**config.mk**
```make
export PLATFORM = sky130hd
export DESIGN_NAME = pcm_sample_fifo
export DESIGN_NICKNAME = d
export VERILOG_FILES = /design/src/rtl/pcm_sample_fifo.sv
export SDC_FILE = /design/constraint.sdc
export NUM_CORES = 1
export LEC_CHECK = 0
export ABC_AREA = 1
export CORE_ASPECT_RATIO = 1.4
export CORE_MARGIN = 2
export CORE_UTILIZATION = 26
export DETAILED_ROUTE_END_ITERATION = 8
export HOLD_SLACK_MARGIN = 0.02
export MAX_ROUTING_LAYER = met4
export PLACE_DENSITY = 0.42
export REMOVE_ABC_BUFFERS = 1
export SLEW_MARGIN = 5
export SYNTH_ARGS = -nofsm -noshare
export SYNTH_HDL_FRONTEND = slang
export SYNTH_SLANG_ARGS = --single-unit
```
**constraint.sdc**
```tcl
create_clock -name clk -period 2.6 [get_ports clk]
set_input_delay 0.39 -clock clk [delete_from_list [all_inputs] [get_ports clk]]
set_output_delay 0.39 -clock clk [all_outputs]
set_load 0.005 [all_outputs]
```
**src/rtl/pcm_sample_fifo.sv**
```systemverilog
// ---------------------------------------------------------------------------
// pcm_sample_fifo
//
// Stereo PCM elastic buffer between the YM3016 DAC-frame decoder and the
// SPDIF transmitter, both clocked from the single 24 MHz system clock.
// Frames are stored as {left,right} words in a 2^DEPTH_LOG2-entry circular
// buffer. After reset the buffer prefills to half depth (FILLING) before
// SPDIF requests are served (RUNNING). A request that finds the buffer empty
// counts an underflow and drops back to FILLING so the buffer can recentre.
//
// Ports
//   clk             system clock, 24 MHz domain
//   reset_n         synchronous active-low reset
//   in_valid        one-cycle strobe: new frame on in_left/in_right
//   in_left         left sample from the decoder   [SAMPLE_W]
//   in_right        right sample from the decoder  [SAMPLE_W]
//   frame_req       one-cycle strobe: SPDIF wants the next frame
//   clear_stats     strobe: zero both event counters (wins over events)
//   out_left        registered left sample to SPDIF  [SAMPLE_W]
//   out_right       registered right sample to SPDIF [SAMPLE_W]
//   level           occupancy in frames               [DEPTH_LOG2+1]
//   running         high while serving requests
//   overflow_count  saturating count of dropped input frames [16]
//   underflow_count saturating count of starved requests     [16]
// ---------------------------------------------------------------------------
module pcm_sample_fifo #(
  parameter int DEPTH_LOG2 = 4,
  parameter int SAMPLE_W   = 16
) (
  input  logic                  clk,
  input  logic                  reset_n,
  input  logic                  in_valid,
  input  logic [SAMPLE_W-1:0]   in_left,
  input  logic [SAMPLE_W-1:0]   in_right,
  input  logic                  frame_req,
  input  logic                  clear_stats,
  output logic [SAMPLE_W-1:0]   out_left,
  output logic [SAMPLE_W-1:0]   out_right,
  output logic [DEPTH_LOG2:0]   level,
  output logic                  running,
  output logic [15:0]           overflow_count,
  output logic [15:0]           underflow_count
);

  localparam int DEPTH = 1 << DEPTH_LOG2;
  localparam logic [DEPTH_LOG2:0] FULL_LVL = (DEPTH_LOG2+1)'(DEPTH);
  localparam logic [DEPTH_LOG2:0] HALF_LVL = (DEPTH_LOG2+1)'(DEPTH / 2);

  typedef enum logic {
    FILLING = 1'b0,
    RUNNING = 1'b1
  } state_t;

  state_t state_q;
  state_t state_d;

  logic [2*SAMPLE_W-1:0] mem [DEPTH];
  logic [DEPTH_LOG2-1:0] wr_ptr;
  logic [DEPTH_LOG2-1:0] rd_ptr;

  logic                       full_p0;
  logic                       empty_p0;
  logic                       req_run_p0;
  logic                       push_p0;
  logic                       pop_p0;
  logic                       ovf_evt_p0;
  logic                       unf_evt_p0;
  logic signed [SAMPLE_W-1:0] head_left_p0;
  logic signed [SAMPLE_W-1:0] head_right_p0;

  // Event counters stick at all-ones rather than wrapping to zero.
  function automatic logic [15:0] sat_inc(input logic [15:0] cnt);
    return (cnt == 16'hFFFF) ? cnt : cnt + 16'd1;
  endfunction

  // ---- stage p0: request decode against the pre-edge occupancy ----
  // A pop frees a slot in the same cycle, so a push into a full buffer is
  // accepted when it coincides with a pop; only otherwise is it dropped.
  always_comb begin
    full_p0    = (level == FULL_LVL);
    empty_p0   = (level == '0);
    req_run_p0 = frame_req && (state_q == RUNNING);
    pop_p0     = req_run_p0 && !empty_p0;
    unf_evt_p0 = req_run_p0 && empty_p0;
    push_p0    = in_valid && (!full_p0 || pop_p0);
    ovf_evt_p0 = in_valid && full_p0 && !pop_p0;
  end

  // Head of queue; read before the same-edge write so a full-buffer
  // push/pop (wr_ptr == rd_ptr) returns the old frame.
  assign {head_left_p0, head_right_p0} = mem[rd_ptr];

  // FILLING waits for the registered level to reach half depth, so the
  // switch to RUNNING lands one cycle after the threshold is reached.
  always_comb begin
    state_d = state_q;
    case (state_q)
      FILLING: if (level >= HALF_LVL) state_d = RUNNING;
      RUNNING: if (unf_evt_p0)        state_d = FILLING;
      default:                        state_d = FILLING;
    endcase
  end

  // ---- stage p1: registered state, pointers, outputs and counters ----
  always_ff @(posedge clk) begin
    if (!reset_n) begin
      state_q         <= FILLING;
      wr_ptr          <= '0;
      rd_ptr          <= '0;
      level           <= '0;
      out_left        <= '0;
      out_right       <= '0;
      overflow_count  <= '0;
      underflow_count <= '0;
    end else begin
      state_q <= state_d;

      if (push_p0) wr_ptr <= wr_ptr + 1'b1;

      if (pop_p0) begin
        rd_ptr    <= rd_ptr + 1'b1;
        out_left  <= head_left_p0;
        out_right <= head_right_p0;
      end

      case ({push_p0, pop_p0})
        2'b10:   level <= level + 1'b1;
        2'b01:   level <= level - 1'b1;
        default: level <= level;
      endcase

      if (clear_stats)     overflow_count <= '0;
      else if (ovf_evt_p0) overflow_count <= sat_inc(overflow_count);

      if (clear_stats)     underflow_count <= '0;
      else if (unf_evt_p0) underflow_count <= sat_inc(underflow_count);
    end
  end

  // Sample storage carries no reset; stale contents are unreachable once
  // the pointers and level are cleared.
  always_ff @(posedge clk) begin
    if (push_p0 && reset_n) mem[wr_ptr] <= {in_left, in_right};
  end

  assign running = (state_q == RUNNING);

endmodule

```
* Word-level counts from Yosys, hierarchy flattened *
Memory sizes are Yosys's and may differ from the RTL's. A register that Yosys moved wholly into a read port is not among the register bits.
Cells that the tools add are included.
Widths: inputs -> output; s select.

word-level totals
  register bits after elaboration = 46
  RAM bits = 512
  output and inout port bits = 70
  memories = 1

memories
  name  depth  width  rd ports  clocked after Yosys merged registers in  write ports  line  source
  mem   16     32     1         1                                        1            57    logic [2*SAMPLE_W-1:0] mem [DEPTH];

operators by class
  add/sub/neg operators = 6
  order comparisons = 1
  eq/ne operators = 5
  multiplexer cells = 6
  bitwise operators = 4
  reductions and logical operators = 17

operator list
  cell                   number
  $add 16x1->16 const B  2
  $eq 16x16->1 const B   2
  $pmux 5 s2             1
  $add 4x1->4 const B    2
  $logic_and 1x1->1      7
  $add 5x1->5 const B    1
  $eq 5x5->1 const B     1
  $ge 5x4->1 const B     1
  $logic_not 5->1        1
  $sub 5x1->5 const B    1
  $logic_not 1->1        4
  $mux 1                 4
  $not 1->1              4
  $reduce_and 2->1       2
  $eq 2x1->1 const B     1
  $eq 2x2->1 const B     1
  $pmux 1 s2             1
  $reduce_bool 2->1      1
  $reduce_or 2->1        1
  $logic_or 1x1->1       1

* Depth between registers and ports, before layout *
Gate-level depths: netlist (run 1).

  word-level depth = 8
  mapped depth = 15
  depth with buffers taken out = 15

* Worst setup path before layout (run 1) *
OpenSTA, ideal clock, no wires.

  path kind = input port to flip-flop
  from = in frame_req
  to = mem mem[11][0] in the netlist's numbering (enable)
  library setup time = 0.421 ns
  arrival time = 2.371 ns
  required time = 2.179 ns
  slack = -0.192 ns
  cell stages on the path = 8
  path buffers = 0
  path through = nand2_1 nand2_1 nor2_1 inv_1 nand2_1 inv_1 nand2_1 nor2_1

between the ends
  word-level cells in the longest chain between the ends = 7

RTL lines
  element                       line  source
  start: declaration            35    input logic frame_req,
  $logic_and 1x1->1             82    req_run_p0 = frame_req && (state_q == RUNNING);
  $logic_and 1x1->1             83    pop_p0 = req_run_p0 && !empty_p0;
  $logic_or 1x1->1              85    push_p0 = in_valid && (!full_p0 || pop_p0);
  $logic_and 1x1->1             85
  $logic_and 1x1->1             143   if (push_p0 && reset_n) mem[wr_ptr] <= {in_left, in_right};
  $mux 1                        143
  $mux 1 (implied by the code)  143
  end: declaration              57

No other way between the ends.

* Worst setup path in the final report (run 1) *
  from = reg level[0]
  to = out level[0]

RTL lines
  element                   line  source
  start: declaration        39    output logic [DEPTH_LOG2:0] level,
  start signal: assignment  127   2'b10: level <= level + 1'b1;
  start signal: assignment  128   2'b01: level <= level - 1'b1;
  start signal: assignment  129   default: level <= level;

No word-level cell between the ends.

==> impl_metrics.py, run 1 <==
metrics = {
    "timing": {
        "worst_pin_slew_ns": 0.699,
        "hold_violations": 0,
        "fmaxAchievable_mhz": 483,
        "relSlewSlack_pct": 53.4,
        "rsz0062_at_grt": "no",
        "setup_viol": 0,
        "slew_violations": 0,
        "fin_crit_sh_pct": 79.6,
        "finalCriticalPeriod_ns": 2.07,
        "fin_worst_skew_ns": 0.0184,
    },
    "logic_synthesis": {
        "synthSimpleGateAreaFrac_pct": 10.5,
        "ys_types": 43,
        "synth_top_flop_cell": "edfxtp_1",
        "synth-async-reset-ratio_pct": 0,
        "synthXorXnorAreaFrac_pct": 0.357,
        "ys_seq_area_share_pct": 69.1,
        "synthCells": 2103,
        "syn_area_per_cell_um2": 11.7,
        "synth_top_family_by_area": "compound AO/OA/AOI/OAI gates",
        "ys_warn_count": 0,
        "synth_fa_ha_area_share_pct": 0.459,
        "synth-seq-cells": 590,
        "synth_compound_area_share_pct": 11.3,
        "synth_mux_area_share_pct": 0,
        "synth_edf_count": 512,
        "mappedNetlistArea_um2": 24500,
    },
    "power": {
        "p_leak_nw": 10.3,
        "vdd.ir_drop.worst_mv": 0.539,
        "cellPowerDensity_nw_per_um2": 714,
    },
    "final_layout": {
        "drive_gt1_share_pct": 10.1,
        "area_growth_pct": 21.0,
        "multi_input_area_um2": 5660,
        "fin_util_pct": 31.7,
        "design_area_um2": 29700,
        "n_fill_cell": 9452,
        "final_nets": 2289,
        "ff_latch_area_um2": 16900,
    },
    "placed_design": {
        "port_buffers": 106,
        "place_hpwl_um": 42500,
        "place_area_um2": 27600,
        "place_congestion": 0.807,
    },
    "global_route": {
        "grt_first_pass_wirelength_um": 102000,
        "grtUsageTotal_pct": 14.2,
        "first_global_vias": 16000,
        "overflow": 0,
        "grt_max_degree": 116,
        "antenna_found_initial": 0,
    },
    "die": {
        "design.core.area_um2": 93700,
        "dieArea_um2": 96800,
        "num_rows": 133,
        "die_h_um": 367,
        "io_pins": 107,
        "fp.dieW_um": 264,
        "initial_core_util_pct": 26.2,
    },
    "critical_path": {
        "cp_num_buf_inv": 1,
        "critPathTopFamily": "buffers and inverters",
        "worst_path_largest_cell_delay_ns": 0.59,
        "worst-setup-path-type": "register to output port",
        "slowest_stage": "clkdlybuf4s50_1",
        "cp.arrival_ns": 1.68,
        "start_kind": "register",
        "worstPathMaxFanout": 6,
        "path_cells": "clkdlybuf4s50_1",
        "cp.required_ns": 2.21,
        "end_kind": "output port",
    },
    "drt": {
        "drtIter0Drc": 941,
        "postRouteAntennaNets": 0,
        "drc": 0,
        "wirelength_um": 66900,
        "avgRoutedWirePerCell_um": 19.1,
        "vias_per_cell": 4.50,
        "vias": 15800,
        "firstDrtPassIters": 5,
    },
    "clocking": {
        "htree_levels": 2,
        "clk_pin_slew_ns": 0.06,
        "cts_resized": 0,
        "numCtsBuffers": 60,
        "cts.sinks": 590,
        "cts_tree": "done",
        "cts_hold_buf": 0,
        "clkLatencyLatePin_ns": 0.64,
        "cts_root_buf": "clkbuf_16",
        "cts_buffer_depth": 3,
        "cts_setup_buffers": 0,
    },
    "run_status": {
        "status": "finished clean",
    },
    "job": {
        "drv_cap": 0,
    },
    "hold_path": {
        "hp-class": "register to register",
    },
}
flip-flops by register name, summed over array words and instances (netlist names):
register / cells
rd_ptr: 4
level: 5
out_left: 16
running: 1
underflow_count: 16
wr_ptr: 4
overflow_count: 16
mem: 512
out_right: 16
worst reg2reg max path: cells and delay by family, from the launching register on:
kind / cells / cell delay, ns
flops: 1 / 0.47
buf+inv: 3 / 0.44
simple gates: 6 / 0.85
final cells by class:
cell class	instances	share of cell area [%]
Antenna cell	1	0.00843
Clock buffer	83	5.73
Sequential cell	590	57.1
Timing Repair Buffer	201	7.35
Multi-Input combinational cell	1052	19.1
Clock inverter	29	1.31
Tap cell	1215	5.12
Inverter	338	4.29
cell usage in the layout (no fill, tap or decap), types with 7 or more instances in the layout:
master / count
edfxtp_1: 512
inv_1: 334
nand3_1: 255
nand2_1: 208
o211ai_1: 161
a21oi_1: 154
o21ai_0: 115
clkdlybuf4s50_1: 105
dfxtp_1: 74
clkbuf_16: 62
buf_4: 62
nor2_1: 40
buf_12: 33
o21ai_1: 30
nor2_4: 17
clkbuf_1: 14
clkinv_2: 12
nor3_1: 11
ha_1: 9
bufinv_16: 9
nor4_1: 7
clkbuf_8: 7
synth_stat cells (4+ instances only):
master / count / area share (%)
inv_1: 335 / 5.1
xor2_1: 4 / 0.14
a21oi_1: 154 / 3.1
nor3_1: 11 / 0.22
nand2_1: 208 / 3.2
xnor2_1: 6 / 0.21
buf_6: 28 / 1.3
nand3_1: 255 / 5.2
buf_2: 41 / 0.84
nand4_1: 4 / 0.10
dfxtp_1: 78 / 6.4
nor2_1: 56 / 0.86
buf_4: 10 / 0.31
o21ai_0: 115 / 2.3
edfxtp_1: 512 / 63
nor2_2: 6 / 0.15
buf_1: 10 / 0.15
clkbuf_1: 32 / 0.49
ha_1: 9 / 0.46
o21ai_1: 30 / 0.61
o211ai_1: 161 / 4.9
nor4_1: 7 / 0.18
routing by layer:
layer,vias to the layer above,wire length (µm),track usage (%)
li1,7682,-,-
met1,7655,28000,16.8
met2,350,33900,24.7
met3,103,3070,2.32
met4,0,1960,4.65
met5,-,0,-
kinds of logic (layout without fill, tap and decap cells):
kind of cell / count (synthesis) / count (layout)
flops: 590 / 590
fa+ha+maj: 9 / 9
xor+xnor: 10 / 10
compound gates: 468 / 468
other cells: 0 / 1
buf+inv: 461 / 651
simple gates: 565 / 565
final timing paths:
| check | start | end | slack (ns) | cells after the start |
|---|---|---|---|---|
| min | underflow_count[3]$_SDFFE_PP0P_ | underflow_count[3]$_SDFFE_PP0P_ | 0.51 | 1 |
| min reg2reg | underflow_count[3]$_SDFFE_PP0P_ | underflow_count[3]$_SDFFE_PP0P_ | 0.51 | 1 |
| max | level[0]$_SDFFE_PN0P_ | level[0] | 0.53 | 1 |
| max reg2reg | level[0]$_SDFFE_PN0P_ | mem[3][16]$_DFFE_PP_ | 0.54 | 9 |
where the power goes:
| group | total (mW) | internal (mW) | switching (mW) |
|---|---|---|---|
| Combinational | 1.54 | 0.553 | 0.985 |
| Sequential | 10.5 | 10.4 | 0.0856 |
| Clock | 9.16 | 5.45 | 3.71 |
through the flow:
| step | hold slack (ns) | instances | power, mW | setup WS, ns | TNS, ns |
|---|---|---|---|---|---|
| after detailed placement | 0.489 | 3396 | 12.3 | 0.102 | 0 |
| after CTS | 0.500 | 3508 | 21.5 | 0.457 | 0 |
| after global routing | 0.530 | 3508 | 22.0 | 0.375 | 0 |
| final | 0.505 | 3509 | 21.2 | 0.531 | 0 |
| after floorplan | 0.470 | 1980 | 11.6 | -6.86 | -335.65 |
| after global placement | 0.483 | 3396 | 12.3 | 0.0955 | 0 |
(Power assumes the default switching activity.)
==> inputs of run 2 (changes only) <==
- clock period: 2.6 -> 1.9 ns (I/O delays scaled with it)
==> run 2 against run 1 <==
Die area is the same. First-iteration DRC count grew 12%. Worst hold slack lost 0.30 ns. Wire length grew 1.9%. Clock skew grew 0.0073 ns. Sequential power grew 36%. Non-clock buffer count grew 73. Final area grew 2.7%. Setup slack lost 0.46 ns. Largest cell class unchanged. Highest routed layer unchanged.
==> impl_metrics.py, run 2 (synthesized netlist as in run 1, its figures left out) <==
metrics = {
    "run_status": {
        "status": "finished clean",
    },
    "power": {
        "p_sw_mw": 6.60,
        "p_int_mw": 21.9,
        "pwr-share-comb_pct": 8.2,
        "vdd.ir_drop.worst_mv": 0.892,
        "power_frac_seq_pct": 50.2,
        "pwr-share-clk_pct": 41.6,
        "cellPowerDensity_nw_per_um2": 936,
        "p_leak_nw": 10.8,
        "swShare_pct": 23.1,
    },
    "clocking": {
        "clk_pin_slew_ns": 0.07,
        "numCtsBuffers": 60,
        "cts_root_buf": "clkbuf_16",
        "cts.sinks": 590,
        "cts_hold_buf": 0,
        "clkLatencyLatePin_ns": 0.64,
        "cts_buffer_depth": 3,
        "cts_tree": "done",
        "htree_levels": 2,
    },
    "global_route": {
        "first_global_vias": 16200,
        "grt_max_degree": 76,
        "grtUsageTotal_pct": 14.3,
        "antenna_found_initial": 2,
        "overflow": 0,
        "grt_first_pass_wirelength_um": 103000,
    },
    "drt": {
        "vias_per_cell": 4.48,
        "wirelength_um": 68200,
        "firstDrtPassIters": 4,
        "postRouteAntennaNets": 0,
        "vias": 16000,
        "drc": 0,
        "avgRoutedWirePerCell_um": 19.0,
        "drtIter0Drc": 1056,
    },
    "final_layout": {
        "design_area_um2": 30500,
        "mostFrequentLayoutCell": "edfxtp_1",
        "largest_reg_flops": 512,
        "final_nets": 2362,
        "drive_gt1_share_pct": 13.8,
        "area_growth_pct": 24.3,
        "layout_common_cells": "edfxtp_1, inv_1, nand3_1",
        "largest-register": "mem",
    },
    "die": {
        "initial_core_util_pct": 26.2,
        "dieArea_um2": 96800,
        "design.core.area_um2": 93700,
        "fp.dieW_um": 264,
        "io_pins": 107,
        "num_rows": 133,
        "die_h_um": 367,
    },
    "critical_path": {
        "cp.required_ns": 1.62,
        "worst-setup-path-type": "register to output port",
        "worstPathMaxFanout": 5,
        "worst_path_largest_cell_delay_ns": 0.52,
        "end_kind": "output port",
        "path_cells": "clkdlybuf4s50_1",
        "cp.arrival_ns": 1.54,
        "start_kind": "register",
        "critPathTopFamily": "buffers and inverters",
        "slowest_stage": "clkdlybuf4s50_1",
        "cp_num_buf_inv": 1,
    },
    "timing": {
        "fin_crit_sh_pct": 96.2,
        "slew_violations": 0,
        "hold_violations": 0,
        "fmaxAchievable_mhz": 547,
        "rsz0062_at_grt": "no",
        "finalCriticalPeriod_ns": 1.83,
        "worst_pin_slew_ns": 0.784,
        "final.setup.tns_ns": 0,
        "setup_viol": 0,
        "relSlewSlack_pct": 47.6,
        "fin_worst_skew_ns": 0.0257,
    },
    "placed_design": {
        "place_hpwl_um": 43800,
        "port_buffers": 106,
        "place_congestion": 0.810,
        "place_area_um2": 28300,
    },
    "hold_path": {
        "hp-class": "input port to register",
    },
    "job": {
        "drv_cap": 0,
    },
}
-- run 2: cell types whose count changed in the layout (fill, tap and decap cells not counted), moves of 5 or more --
| cell | before | now |
|---|---|---|
| buf_4 | 62 | 109 |
| dfxtp_1 | 74 | 46 |
| dfxtp_2 | 1 | 25 |
| clkdlybuf4s50_1 | 105 | 88 |
| buf_12 | 33 | 49 |
| dlygate4sd2_1 | 0 | 12 |
| clkbuf_1 | 14 | 20 |
| dlymetal6s2s_1 | 0 | 5 |
-- run 2: cell type report --
class | instances | area (µm²)
clock buffer | 86 | 1670
clock inverter | 25 | 284
multi-input combinational | 1052 | 5680
fill | 9353 | 63200
tap | 1215 | 1520
inverter | 338 | 1270
timing repair buffer | 274 | 3060
antenna | 2 | 5.00
sequential | 590 | 17000
-- run 2: through the flow --
step / setup WS [ns] / std cells / power, mW / util, % / hold WS, ns
floorplan: -7.56 / 1980 / 15.8 / - / 0.384
global placement: -0.458 / 3464 / 17.0 / 30.2 / 0.479
detailed placement: -0.438 / 3464 / 17.0 / 30.2 / 0.480
CTS: 0.00116 / 3575 / 29.0 / 32.3 / 0.193
global route: 0.00147 / 3582 / 29.7 / 32.5 / 0.222
finish: 0.0726 / 3582 / 28.5 / 32.5 / 0.204
-- run 2: timing repair --
item / in CTS / in global routing
gates cloned: 0 / 3
setup buffers: 0 / 2
setup endpoints to repair: 28 / 420
pin swaps: 0 / 1
resized for setup: 39 / 24
-- run 2: path summary, 6_finish.rpt --
kind                                         from                               to  slack, ns  cells after the start
setup reg to reg           rd_ptr[0]$_SDFFE_PN0N_        out_right[7]$_SDFFE_PN0N_       0.14                      9
hold / removal                            reset_n        out_right[1]$_SDFFE_PN0N_       0.20                      4
setup / recovery  overflow_count[12]$_SDFFE_PP0P_               overflow_count[12]       0.07                      1
hold reg to reg   underflow_count[3]$_SDFFE_PP0P_  underflow_count[3]$_SDFFE_PP0P_       0.47                      1
-- run 2: power by group through the flow --
stage	combinational [mW]	sequential [mW]	clock, mW
5_1_grt	2.61	14.3	12.8
6_report	2.35	14.3	11.9
3_5_place_dp	2.36	14.6	0
4_1_cts	2.36	14.3	12.3
3_3_place_gp	2.37	14.6	0
2_1_floorplan	1.02	14.8	0
-- run 2: routing by layer --
layer	routed length [µm]	track usage, %	up-vias
met1	29100	17.2	7801
met4	1500	3.79	0
met5	0	-	-
met2	34800	24.8	328
li1	-	-	7825
met3	2870	2.30	82
==> inputs of run 3 (changes only) <==
- CORE_UTILIZATION: 26 -> 40
- PLACE_DENSITY: 0.42 -> 0.59
==> run 3 against run 2 <==
Fmax shrank 1.4%. Sequential power is essentially flat. Register-to-register slack lost 0.04 ns. Sequential share of layout area grew 1.3 points. Largest cell class unchanged.
==> impl_metrics.py, run 3 (synthesized netlist as in run 1, its figures left out) <==
metrics = {
    "power": {
        "pwr-share-clk_pct": 41.3,
        "p_leak_nw": 10.6,
        "p_sw_mw": 6.31,
        "cellPowerDensity_nw_per_um2": 944,
        "p_int_mw": 21.8,
        "vdd.ir_drop.worst_mv": 0.634,
        "power_frac_seq_pct": 50.9,
        "swShare_pct": 22.4,
        "pwr-share-comb_pct": 7.8,
    },
    "clocking": {
        "cts_hold_buf": 0,
        "clk_pin_slew_ns": 0.07,
        "cts.sinks": 590,
        "htree_levels": 2,
        "cts_buffer_depth": 3,
        "cts_tree": "done",
        "numCtsBuffers": 55,
        "clkLatencyLatePin_ns": 0.61,
        "cts_root_buf": "clkbuf_16",
    },
    "timing": {
        "finalWorstSetupSlack_ns": 0.0468,
        "worst_pin_slew_ns": 0.729,
        "finalCriticalPeriod_ns": 1.85,
        "fmaxAchievable_mhz": 540,
        "fin_crit_sh_pct": 97.5,
        "fin_worst_skew_ns": 0.0163,
        "relSlewSlack_pct": 51.2,
        "rsz0062_at_grt": "yes",
        "hold_violations": 0,
        "setup_viol": 0,
        "slew_violations": 0,
    },
    "global_route": {
        "overflow": 0,
        "grt_max_degree": 87,
        "antenna_found_initial": 0,
        "first_global_vias": 16400,
        "grtUsageTotal_pct": 19.8,
        "grt_first_pass_wirelength_um": 93500,
    },
    "die": {
        "die_h_um": 297,
        "dieArea_um2": 63300,
        "initial_core_util_pct": 40.4,
        "fp.dieW_um": 213,
        "design.core.area_um2": 60800,
        "io_pins": 107,
        "num_rows": 107,
    },
    "critical_path": {
        "worst-setup-path-type": "register to output port",
        "cp.required_ns": 1.62,
        "cp.arrival_ns": 1.57,
        "end_kind": "output port",
        "worstPathMaxFanout": 5,
        "start_kind": "register",
    },
    "final_layout": {
        "largest_reg_flops": 512,
        "diodes": 0,
        "layout_common_cells": "edfxtp_1, inv_1, nand3_1",
        "drive_gt1_share_pct": 13.1,
        "fin_util_pct": 49.0,
        "n_fill_cell": 5441,
        "area_growth_pct": 21.4,
        "largest-register": "mem",
        "mostFrequentLayoutCell": "edfxtp_1",
        "final_nets": 2327,
    },
    "placed_design": {
        "port_buffers": 106,
        "place_congestion": 0.878,
        "pre_cts_slack_ns": -0.443,
        "place_hpwl_um": 38300,
    },
    "drt": {
        "drc": 0,
        "drtIter0Drc": 1245,
        "avgRoutedWirePerCell_um": 19.3,
        "vias_per_cell": 5.15,
        "postRouteAntennaNets": 0,
        "vias": 16200,
        "wirelength_um": 60600,
        "firstDrtPassIters": 7,
    },
    "job": {
        "drv_cap": 0,
    },
    "run_status": {
        "status": "finished clean",
    },
    "hold_path": {
        "hp-class": "input port to register",
    },
}
## run 3: cell types whose count changed in the layout (fill, tap and decap cells not counted), moves of 3 or more
| cell | change |
|---|---|
| clkbuf_8 | -4 |
| inv_6 | +3 |
| dfxtp_4 | -5 |
| clkinvlp_4 | +6 |
| dlygate4sd2_1 | -8 |
| clkinv_2 | +5 |
| clkbuf_16 | -8 |
| bufinv_16 | +4 |
| clkdlybuf4s50_1 | +9 |
| clkbuf_1 | -14 |
| buf_12 | +8 |
| dfxtp_1 | +5 |
| buf_4 | -33 |
## run 3: area by class of cell
class	instances	area, µm²	share of cell area [%]
sequential	590	17000	57.0
multi-input combinational	1052	5710	19.2
clock inverter	41	473	1.59
tap	817	1020	3.43
inverter	338	1270	4.28
timing repair buffer	244	2880	9.68
clock buffer	63	1440	4.83
## run 3: worst max-delay path: stages (launching register included)
cell	delay, ns
dfxtp_2	0.33
buf_4	0.13
clkdlybuf4s50_1	0.50
## run 3: path summary, 6_finish.rpt
path | from | endpoint | slack (ns) | depth (start not counted)
max | overflow_count[0]$_SDFFE_PP0P_ | overflow_count[0] | 0.05 | 2
min | reset_n | wr_ptr[2]$_SDFFE_PN0P_ | 0.26 | 4
max reg2reg | running$_SDFF_PN0_ | mem[9][3]$_DFFE_PP_ | 0.10 | 11
min reg2reg | underflow_count[0]$_SDFFE_PP0P_ | underflow_count[0]$_SDFFE_PP0P_ | 0.47 | 1
## run 3: repair_timing
| action | CTS | global route |
|---|---|---|
| setup buffers | 4 | 2 |
| gates cloned | 1 | 0 |
| endpoints found under the setup margin | 132 | 80 |
| gates resized for setup | 24 | 26 |
| pin swaps | 1 | 4 |
## run 3: per-stage QoR
stage / power, mW / setup TNS, ns / instance area, µm² / std cells / hold slack [ns]
after detailed placement: 16.8 / -182.97 / 27700 / 3034 / 0.487
after global routing: 29.0 / -0.0523 / 29800 / 3145 / 0.263
after floorplan: 15.8 / -704.49 / 23700 / 1980 / 0.384
after global placement: 16.8 / -187.87 / 27700 / 3034 / 0.482
after CTS: 28.4 / 0 / 29700 / 3143 / 0.241
final: 28.1 / 0 / 29800 / 3145 / 0.265
## run 3: power groups by stage
stage / logic [mW] / registers [mW] / clock network [mW]
after floorplan: 1.02 / 14.8 / 0
after global placement: 2.17 / 14.6 / 0
after detailed placement: 2.19 / 14.6 / 0
after CTS: 2.20 / 14.3 / 11.9
after global routing: 2.43 / 14.3 / 12.3
final: 2.19 / 14.3 / 11.6
## run 3: per-layer routing
metal / wire length [µm] / up-vias / GRT usage (%)
li1: - / 7765 / -
met2: 31000 / 417 / 33.6
met1: 24900 / 7906 / 24.3
met5: 0 / - / -
met3: 2960 / 106 / 2.89
met4: 1700 / 0 / 6.10
